<file path="config.mk">
export PLATFORM = sky130hd
export DESIGN_NAME = ls155_arbiter
export DESIGN_NICKNAME = d
export VERILOG_FILES = /design/src/rtl/ls155_arbiter.sv
export SDC_FILE = /design/constraint.sdc
export NUM_CORES = 1
export LEC_CHECK = 0
export ABC_CLOCK_PERIOD_IN_PS = 3800
export BUFFER_PORTS_ARGS = -buffer_cell sky130_fd_sc_hd__buf_2
export CAP_MARGIN = 20
export CELL_PAD_IN_SITES_DETAIL_PLACEMENT = 1
export CELL_PAD_IN_SITES_GLOBAL_PLACEMENT = 1
export CORE_UTILIZATION = 43
export DETAILED_ROUTE_END_ITERATION = 7
export PLACE_DENSITY_LB_ADDON = 0.1
export RECOVER_POWER = 25
export SLEW_MARGIN = 10
export SYNTH_ARGS = -nofsm -noshare
export SYNTH_HDL_FRONTEND = slang
export SYNTH_SLANG_ARGS = --single-unit
</file>
<file path="constraint.sdc">
create_clock -name _CLK -period 3.8 [get_ports _CLK]
set_clock_uncertainty 0.05 [all_clocks]
set_input_delay 0 -clock _CLK [delete_from_list [all_inputs] [get_ports _CLK]]
set_output_delay 0 -clock _CLK [all_outputs]
set_load 0.02 [all_outputs]
</file>
<file path="src/rtl/ls155_arbiter.sv">
// ls155_arbiter: two-requester front end for one SN74LS155 dual 2-to-4 decoder.
// Both decoder halves share the A/B select lines, so exactly one half is
// strobed per transaction: requester 0 drives half 1, requester 1 drives half 2.
// Each grant runs select setup, an enable strobe, and one hold cycle.
// The shared pointer alternates grants when both requesters are waiting.
// Optional feature macro: LS155_DEMUX_EN. It adds _DATA0/_DATA1 and drives the
// C inputs from the latched data, so the selected output goes low only when
// data=1 (demultiplexer mode).
module ls155_arbiter #(
    parameter int unsigned SETUP_CYCLES  = 1,
    parameter int unsigned STROBE_CYCLES = 2
) (
    input  logic       _CLK,
    input  logic       _RST_N,
    input  logic       _REQ0,
    input  logic [1:0] _ADDR0,
`ifdef LS155_DEMUX_EN
    input  logic       _DATA0,
`endif
    output logic       _ACK0,
    input  logic       _REQ1,
    input  logic [1:0] _ADDR1,
`ifdef LS155_DEMUX_EN
    input  logic       _DATA1,
`endif
    output logic       _ACK1,
    output logic       _A,
    output logic       _B,
    output logic       _1C,
    output logic       _1G,
    output logic       _2C,
    output logic       _2G,
    output logic       _BUSY
);

    typedef enum logic [1:0] {IDLE, SETUP, STROBE, RELEASE} state_t;

    // Counters run from N-1 down to 0, so a phase lasts exactly N clocks.
    localparam logic [3:0] SETUP_LD  = 4'(SETUP_CYCLES - 1);
    localparam logic [3:0] STROBE_LD = 4'(STROBE_CYCLES - 1);

    state_t     state;
    logic [3:0] cnt;
    // Most recent grant. It also identifies the owner of the transaction in flight.
    // Reset value 1 makes requester 0 win the first tie.
    logic       gnt;
    logic       gsel;

    // Winner for this IDLE cycle. A tie goes to the requester not served last.
    always_comb begin
        gsel = _REQ1;
        if (_REQ0 && _REQ1) gsel = ~gnt;
    end

    // Transaction sequencer. All decoder pins are registered here.
    // Reset forces both enables high at once, without waiting for a clock edge.
    always_ff @(posedge _CLK or negedge _RST_N) begin
        if (!_RST_N) begin
            state <= IDLE;
            cnt   <= 4'd0;
            gnt   <= 1'b1;
            _A    <= 1'b0;
            _B    <= 1'b0;
            _1G   <= 1'b1;
            _2G   <= 1'b1;
            _1C   <= 1'b1;
            _2C   <= 1'b0;
            _ACK0 <= 1'b0;
            _ACK1 <= 1'b0;
            _BUSY <= 1'b0;
        end else begin
            _ACK0 <= 1'b0;
            _ACK1 <= 1'b0;
            unique case (state)
                IDLE: begin
                    if (_REQ0 || _REQ1) begin
                        gnt      <= gsel;
                        {_B, _A} <= gsel ? _ADDR1 : _ADDR0;
                        cnt      <= SETUP_LD;
                        state    <= SETUP;
                        _BUSY    <= 1'b1;
`ifdef LS155_DEMUX_EN
                        if (gsel) _2C <= ~_DATA1;
                        else      _1C <= _DATA0;
`endif
                    end
                end
                SETUP: begin
                    if (cnt == 4'd0) begin
                        if (gnt) _2G <= 1'b0;
                        else     _1G <= 1'b0;
                        cnt   <= STROBE_LD;
                        state <= STROBE;
                    end else begin
                        cnt <= cnt - 4'd1;
                    end
                end
                STROBE: begin
                    if (cnt == 4'd0) begin
                        _1G <= 1'b1;
                        _2G <= 1'b1;
                        if (gnt) _ACK1 <= 1'b1;
                        else     _ACK0 <= 1'b1;
                        state <= RELEASE;
                    end else begin
                        cnt <= cnt - 4'd1;
                    end
                end
                RELEASE: begin
                    // A/B stay put for hold time. C returns to decoder mode.
                    _1C   <= 1'b1;
                    _2C   <= 1'b0;
                    _BUSY <= 1'b0;
                    state <= IDLE;
                end
                default: state <= IDLE;
            endcase
        end
    end

endmodule
</file>
After elaboration in Yosys (flattened, before gate mapping):

Cells that the tools add are included.

* register bits: 14
* bits in latches: 0
* RAM bits: 0
* bits in read-only memories: 0
* output and inout port bits: 9
* word-level logic and storage cells: 59
* memories: 0

* add/sub/neg operators: 1
* $mul: 0
* div/mod/pow operators: 0
* magnitude comparators: 0
* equality and inequality tests: 9
* shift operators: 0
* muxes and demuxes: 25
* bitwise logic cells: 1
* reduce and logical (&&, ||, !) cells: 13

Operator list (number)
* 1-bit two-way mux: 13
* 4-bit two-way mux: 3
* 2-bit inequality test, second input constant: 6
* 4-bit case mux with 3 select lines: 1
* 2-bit two-way mux: 4
* 2-bit case mux with 4 select lines: 1
* 4-bit AND reduction: 2
* 1-bit case mux with 2 select lines: 3
* 3-bit AND reduction: 2
* 2-bit equality test, second input constant: 2
* 4-bit zero test: 1
* 2-bit AND reduction: 2
* 2-bit nonzero test: 2
* 4-bit by 1-bit subtractor with 4-bit output, second input constant: 1
* 3-bit nonzero test: 1
* 2-bit by 1-bit equality test with 1-bit output, second input constant: 1
* 2-bit zero test: 1
* 1-bit logical AND: 1
* 1-bit logical OR: 1
* 1-bit NOT: 1

Logic depth before layout (Yosys ltp):

Gate-level depths: netlist of the first run.

* depth after elaboration: 3
* depth in mapped cells: 6
* gate-level depth less buffers: 5

Least setup slack after synthesis of the first run:

Ideal clock, no wire load.

* path type: register to register
* start: reg state[0]
* end: reg state[1]
* arrival: 1.538 ns
* required time: 3.625 ns
* slack: 2.087 ns
* stages on the path, launching flop included: 6
* buffers on the path: 0
* clock period less this slack: 1.713 ns
* cells stage by stage: dfrtp_1 inv_1 ha_1 or3b_1 o21ai_1 mux2_2

* longest elaborated chain between the ends: 3
* elaborated cells between the ends (all ways): 9
* those cells by class: eq/ne: 6; mux: 1; reduce/logical: 2

RTL lines
* start, declared: line 42 `state_t state;`
* start signal, assigned: line 59 `state <= IDLE;`
* start signal, assigned: line 80 `state <= SETUP;`
* start signal, assigned: line 93 `state <= STROBE;`
* 2-bit by 1-bit equality test with 1-bit output (tied with other cells): line 74 `unique case (state)`
* 2-bit inequality test (no source line)
* 3-bit AND reduction (no source line)

Parallel ways exist; a longest one is shown, timed or not.
A chain may end at the register's enable or synchronous reset.

Worst setup path after layout of the first run:

* start: reg state[0]
* end: reg cnt[0]

* longest elaborated chain between the ends: 3
* elaborated cells between the ends (all ways): 8
* those cells by class: eq/ne: 4; mux: 1; reduce/logical: 3

RTL lines
* 2-bit equality test (tied with other cells): line 74
* 2-bit inequality test (no source line) or 3-bit nonzero test (tied branches)
* 3-bit AND reduction (no source line)
* end signal, assigned: line 95 `cnt <= cnt - 4'd1;`
* end signal, assigned: line 106 `cnt <= cnt - 4'd1;`
* end, declared: line 43 `logic [3:0] cnt;`

Parallel ways exist; a longest one is shown, timed or not.

==> results.py, run 1 <==
metrics = {
    "placed_design": {
        "portBuffers": 14,
        "hpwl_mm": 1.366,
        "place_congestion": 0.7518,
        "pre_cts_ws_ns": 1.911,
    },
    "critical_path": {
        "worstSetupPathType": "register to register",
        "r2r-start": "state[0]",
        "arrival_ns": 2.14,
        "reg2reg_setup_slack_ns": 1.77,
        "path_depth": 5,
        "cp-end-kind": "register",
        "crit_slowest_cell": "nor4bb_1",
        "crit_fanout": 8,
        "crit_chain": "inv_1 -> ha_1 -> nor4bb_1 -> or3_1 -> o211ai_1",
        "rr_worst_depth": 5,
        "slowest_delay_ns": 0.64,
        "required_ns": 3.92,
        "worst_setup_path_start_kind": "register",
        "cpLargestDelayFamily": "simple AND/OR/NAND/NOR gates",
        "r2r_end": "cnt[0]",
        "cp_num_buf_inv": 1,
    },
    "timing": {
        "max_freq_mhz": 493.3,
        "slew_headroom_pct": 47.31,
        "setup_tns_ns": 0,
        "drv_slew": 0,
        "layout_setup_ws_ns": 1.773,
        "whs_ns": 0.1340,
        "min_period_ns": 2.027,
        "rsz0062_at_grt": "false",
        "tightest_slew_ns": 0.7904,
        "finalSetupViolations": 0,
        "period_share_pct": 53.34,
        "hold_viol": 0,
    },
    "synth": {
        "synth_top_area_cell": "dfrtp_1",
        "syn-cell-area_sq_um": 818.3,
        "yosys_register_bits": 14,
        "yosysTopAreaCellShare_pct": 33.64,
        "synthesis.nets": 96,
        "ys_seq_area_share_pct": 43.27,
        "ys_types": 34,
        "yosys.cell_count.top_type": "dfrtp_1",
        "yosys-top-cells-count": "11 x dfrtp_1, 8 x inv_1, 7 x ha_1",
        "synth_edf_count": 0,
        "ys_top_cells_by_area": "dfrtp_1 34%, ha_1 11%, dfstp_2 9.6%",
        "postSynthCellCount": 81,
        "ys.flop_type": "dfrtp_1",
        "synth-async-reset-ratio_pct": 100.0,
        "synth.avg_cell_area_sq_um": 10.10,
        "ys_warn_count": 0,
    },
    "flow_run": {
        "max_cap_violations": 0,
    },
    "die": {
        "die_area_sq_mm": 0.002082,
        "core-area_sq_mm": 0.001764,
        "io_pins": 17,
        "initial_core_util_pct": 46.38,
        "die_x_um": 45.63,
        "row_count": 15,
        "die_h_um": 45.63,
    },
    "worst_hold_path": {
        "whs_endpoint": "_BUSY",
        "hp-class": "primary input to register",
        "min-delay-start": "_REQ1",
        "hold_depth": 3,
    },
    "layout": {
        "post_route_cells_drive_above_1_share_pct": 22.55,
        "synthToLayoutAreaGrowth_pct": 22.32,
        "antennaDiodeCount": 0,
        "nets": 118,
    },
    "clocking": {
        "clock_path_buffers": 2,
        "root_buffer": "clkbuf_4",
        "clock-sinks": 14,
        "path_clk_slew_ns": 0.09,
        "htreeDepth": 1,
        "cts_setup_buffers": 0,
        "clock_latency_ns": 0.29,
        "cts_tree": "built",
        "cts_buffers": 3,
    },
    "power_and_ir_drop": {
        "p_switching_uw": 389.9,
        "power_density_mw_per_mm2": 884.5,
        "power_frac_comb_pct": 55.0,
        "internal_power_uw": 495.4,
        "peakVddDrop_v": 0.0003838,
        "clockPowerShare_pct": 12.9,
        "p_leak_nw": 0.4726,
        "p_seq_share_pct": 32.0,
        "switching_share_pct": 44.04,
    },
    "route": {
        "first_pass_iters": 3,
        "drcViolationCount": 0,
        "dr_total_vias": 655,
        "routedWlPerCell_um": 15.58,
        "drtAntennaViolNets": 0,
        "wl_mm": 1.979,
        "avgViaCountPerCell": 5.157,
        "drtIter0Drc": 6,
    },
    "grt": {
        "antenna_found_initial": 0,
        "grt_pass1_wl_mm": 3.236,
        "grt-ovfl-total": 0,
        "track_usage_pct": 23.14,
        "grt_pass1_vias": 656,
        "grt_max_degree": 15,
    },
    "run_status": {
        "status": "finished, final reports clean",
    },
}
power groups by stage:
| stage | clock (mW) | combinational [mW] | sequential [mW] |
|---|---|---|---|
| finish | 0.114 | 0.487 | 0.284 |
| global route | 0.121 | 0.542 | 0.295 |
| CTS | 0.115 | 0.488 | 0.283 |
| detailed placement | 0 | 0.468 | 0.287 |
| global placement | 0 | 0.453 | 0.284 |
| floorplan | 0 | 0.320 | 0.310 |
layout by cell type, fill, tap and decap left out, types with 3 or more instances in the layout:
master,instances
inv_1,8
clkbuf_4,3
buf_2,13
o2bb2ai_1,3
nor2_1,3
nand2_1,3
o21ai_0,5
ha_1,7
dlygate4sd3_1,7
dfrtp_1,11
nand2b_1,3
o211ai_1,4
dfstp_2,3
per-stage QoR:
step                std cells  util, %  instance area, sq um  power (mW)
floorplan                  81        -                 818.3      0.6299
global placement          116    50.78                 895.9      0.7375
detailed placement        116    50.78                 895.9      0.7555
CTS                       127    56.81                  1002      0.8856
global route              127    56.74                  1001      0.9583
finish                    127    56.74                  1001      0.8853
cells by family (layout without fill, tap and decap cells):
kind of cell / Yosys count / count (layout) / share of synthesized area, %
muxes: 3 / 3 / 3.823
and+or+nand+nor: 20 / 20 / 15.45
AOI/OAI and AO/OA: 23 / 23 / 19.27
adders and majority gates: 7 / 7 / 10.70
DFF: 14 / 14 / 43.27
buffers and inverters: 12 / 33 / 6.574
other: 2 / 2 / 0.9178
state kept, by name, indices dropped and copies added (netlist names):
name and flops:
_1G 1, _A 1, cnt 4, gnt 1, _B 1, _ACK1 1
_ACK0 1, state 2, _2G 1, _BUSY 1
timing repair:
| item | CTS | global route |
|---|---|---|
| hold endpoints to repair | 17 | 0 |
| hold buffers | 7 | 0 |
| gates resized for setup | 0 | 0 |
worst max path at each step:
stage / end / start
global placement: state[1] / state[0]
detailed placement: state[1] / state[0]
CTS: state[1] / state[0]
global route: cnt[0] / state[0]
finish: cnt[0] / state[0]
floorplan: state[1] / state[0]
per-layer routing:
metal | part of all wire, % | GRT usage (%)
met5 | 0 | 0
met3 | 1.7 | 3.571
met4 | 2.5 | 16.36
met1 | 43 | 26.96
met2 | 52 | 38.29
worst register-to-register path: cells and delay by family, from the launching register on:
family	cells	cell delay [ns]
AND/OR/NAND/NOR	2	0.88
adder cells (fa/ha/maj)	1	0.31
AO/OA/AOI/OAI	1	0.11
buffers and inverters	1	0.14
flip-flops	1	0.41
area by class of cell:
cell class	count	area, sq um
clock buffers	4	36.28
fillers	213	763.2
inverters	8	30.03
multi-input cells	55	410.4
flip-flops and latches	14	354.1
well taps	25	31.28
repair buffers	21	138.9
Power figures use the tool's default switching activity.
==> run 2, diff against run 1 <==
- ABC_CLOCK_PERIOD_IN_PS: 3800 -> 1600
- CORE_UTILIZATION: 43 -> 36
- clock period: 3.8 -> 1.6 ns (I/O delays scaled with it)
==> results.py, run 2 (synthesis results as in run 1) <==
metrics = {
    "clocking": {
        "clock_path_buffers": 2,
        "root_buffer": "clkbuf_4",
        "clock-sinks": 14,
        "cts_buffers": 3,
        "cts_tree": "built",
        "htreeDepth": 1,
        "path_clk_slew_ns": 0.10,
        "clock_latency_ns": 0.29,
    },
    "route": {
        "met3_length_um": 99,
        "dr_total_vias": 826,
        "drtAntennaViolNets": 0,
        "routedWlPerCell_um": 18.21,
        "wl_mm": 2.841,
        "topRoutingLayerUsed": "met4",
        "drcViolationCount": 0,
        "drtIter0Drc": 9,
        "first_pass_iters": 4,
        "avgViaCountPerCell": 5.295,
        "m1WireLength_mm": 1.183,
        "dr_wl_met2_mm": 1.515,
    },
    "layout": {
        "nets": 145,
        "synthToLayoutAreaGrowth_pct": 66.97,
        "multi_input_area_sq_um": 565.5,
        "post_route_cells_drive_above_1_share_pct": 57.36,
        "fin_util_pct": 66.91,
        "top_register": "cnt",
        "fillers": 218,
        "final_cell_mix": "27 x buf_4, 13 x buf_2, 10 x dfrtp_1",
        "seq_area_sq_um": 355.3,
        "largest_reg_flops": 4,
        "reg_top3": "cnt (4), state (2)",
        "fin_cells": 156,
        "antennaDiodeCount": 0,
        "layout_commonest_cell": "buf_4",
    },
    "placed_design": {
        "place_congestion": 0.7922,
        "hpwl_mm": 1.521,
        "pre_cts_ws_ns": -0.08885,
        "dp.cells": 133,
        "portBuffers": 14,
    },
    "grt": {
        "track_usage_pct": 22.44,
        "grt-ovfl-total": 0,
        "antenna_found_initial": 0,
        "grt_pass1_vias": 861,
        "grt_pass1_wl_mm": 4.057,
        "grt_max_degree": 15,
    },
    "power_and_ir_drop": {
        "peakVddDrop_v": 0.001338,
        "internal_power_mw": 1.885,
        "switching_share_pct": 42.34,
        "finalPower_mw": 3.269,
        "power_density_mw_per_mm2": 2393,
        "p_leak_nw": 0.6311,
        "clockPowerShare_pct": 8.2,
        "p_seq_share_pct": 22.1,
        "p_switching_mw": 1.384,
        "power_frac_comb_pct": 69.7,
    },
    "critical_path": {
        "arrival_ns": 1.86,
        "worst_setup_path_start_kind": "register",
        "required_ns": 1.77,
        "cp-end-kind": "register",
        "crit_fanout": 5,
        "worstSetupPathType": "register to register",
    },
    "flow_run": {
        "max_cap_violations": 0,
    },
    "die": {
        "initial_core_util_pct": 40.07,
        "io_pins": 17,
        "die_x_um": 49.68,
        "die_area_sq_mm": 0.002468,
        "die_h_um": 49.68,
        "core-area_sq_mm": 0.002042,
        "row_count": 16,
    },
    "timing": {
        "max_freq_mhz": 593.9,
        "tightest_slew_ns": 0.8018,
        "hold_viol": 0,
        "slew_headroom_pct": 46.55,
        "drv_slew": 0,
        "setup_tns_ns": -0.3394,
        "layout_setup_ws_ns": -0.08392,
        "finalSetupViolations": 6,
        "min_period_ns": 1.684,
        "period_share_pct": 105.2,
        "rsz0062_at_grt": "true",
    },
    "run_status": {
        "violations": "setup timing",
        "status": "complete, but fails checks",
    },
    "worst_hold_path": {
        "hp-class": "primary input to register",
    },
}
[run 2: cell types whose count changed in the layout (fill, tap and decap cells not counted), sizes merged]
cell         delta
dlygate4sd3     -1
buf            +28
[run 2: power groups by stage]
stage	Combinational [mW]	Clock, mW	Sequential, mW
global placement	1.41	0	0.670
floorplan	0.814	0	0.742
finish	2.28	0.269	0.722
CTS	1.77	0.265	0.686
global route	2.46	0.294	0.739
detailed placement	1.49	0	0.682
[run 2: final timing paths]
path / startpoint / end / slack [ns] / depth (start not counted)
max reg2reg: state[1] / cnt[2] / -0.08 / 5
min reg2reg: _B / _B / 0.47 / 2
min in group asynchronous: _RST_N / cnt[3] / 0.25 / 2
min: _ADDR1[0] / _A / 0.009 / 3
max: state[1] / cnt[2] / -0.08 / 5
max in group asynchronous: _RST_N / state[1] / 0.69 / 2
[run 2: metrics by stage]
| stage | hold slack (ns) | area, sq um |
|---|---|---|
| after floorplan | -0.3456 | 837.1 |
| after global placement | -0.1354 | 1030 |
| after detailed placement | -0.1365 | 1030 |
| after CTS | 0.005746 | 1230 |
| after global routing | 0.05606 | 1366 |
| final | 0.008955 | 1366 |
[run 2: layer usage]
metal | vias up | global-route usage [%]
li1 | 381 | -
met1 | 414 | 24.33
met2 | 25 | 42.79
met3 | 6 | 4.321
met4 | 0 | 7.143
met5 | - | 0
[run 2: worst max-delay path, cell delays in order (launching register included)]
cell and delay, ns:
dfrtp_2 0.46, buf_4 0.15, buf_4 0.12, ha_2 0.20, or4_4 0.47, o2bb2ai_2 0.16
[run 2: area by class of cell]
cell class / count / area share, %
repair buffers: 48 / 25.09
well taps: 27 / 2.473
flip-flops and latches: 14 / 26.01
multi-input cells: 55 / 41.39
clock buffers: 4 / 2.656
inverters: 8 / 2.381
[run 2: what timing repair did]
item | CTS | global route
buffers inserted | 5 | 8
pin swaps | 3 | 7
endpoints found under the setup margin | 7 | 10
resized for setup | 16 | 14
hold buffers | 6 | 0
endpoints found under the hold margin | 17 | 0
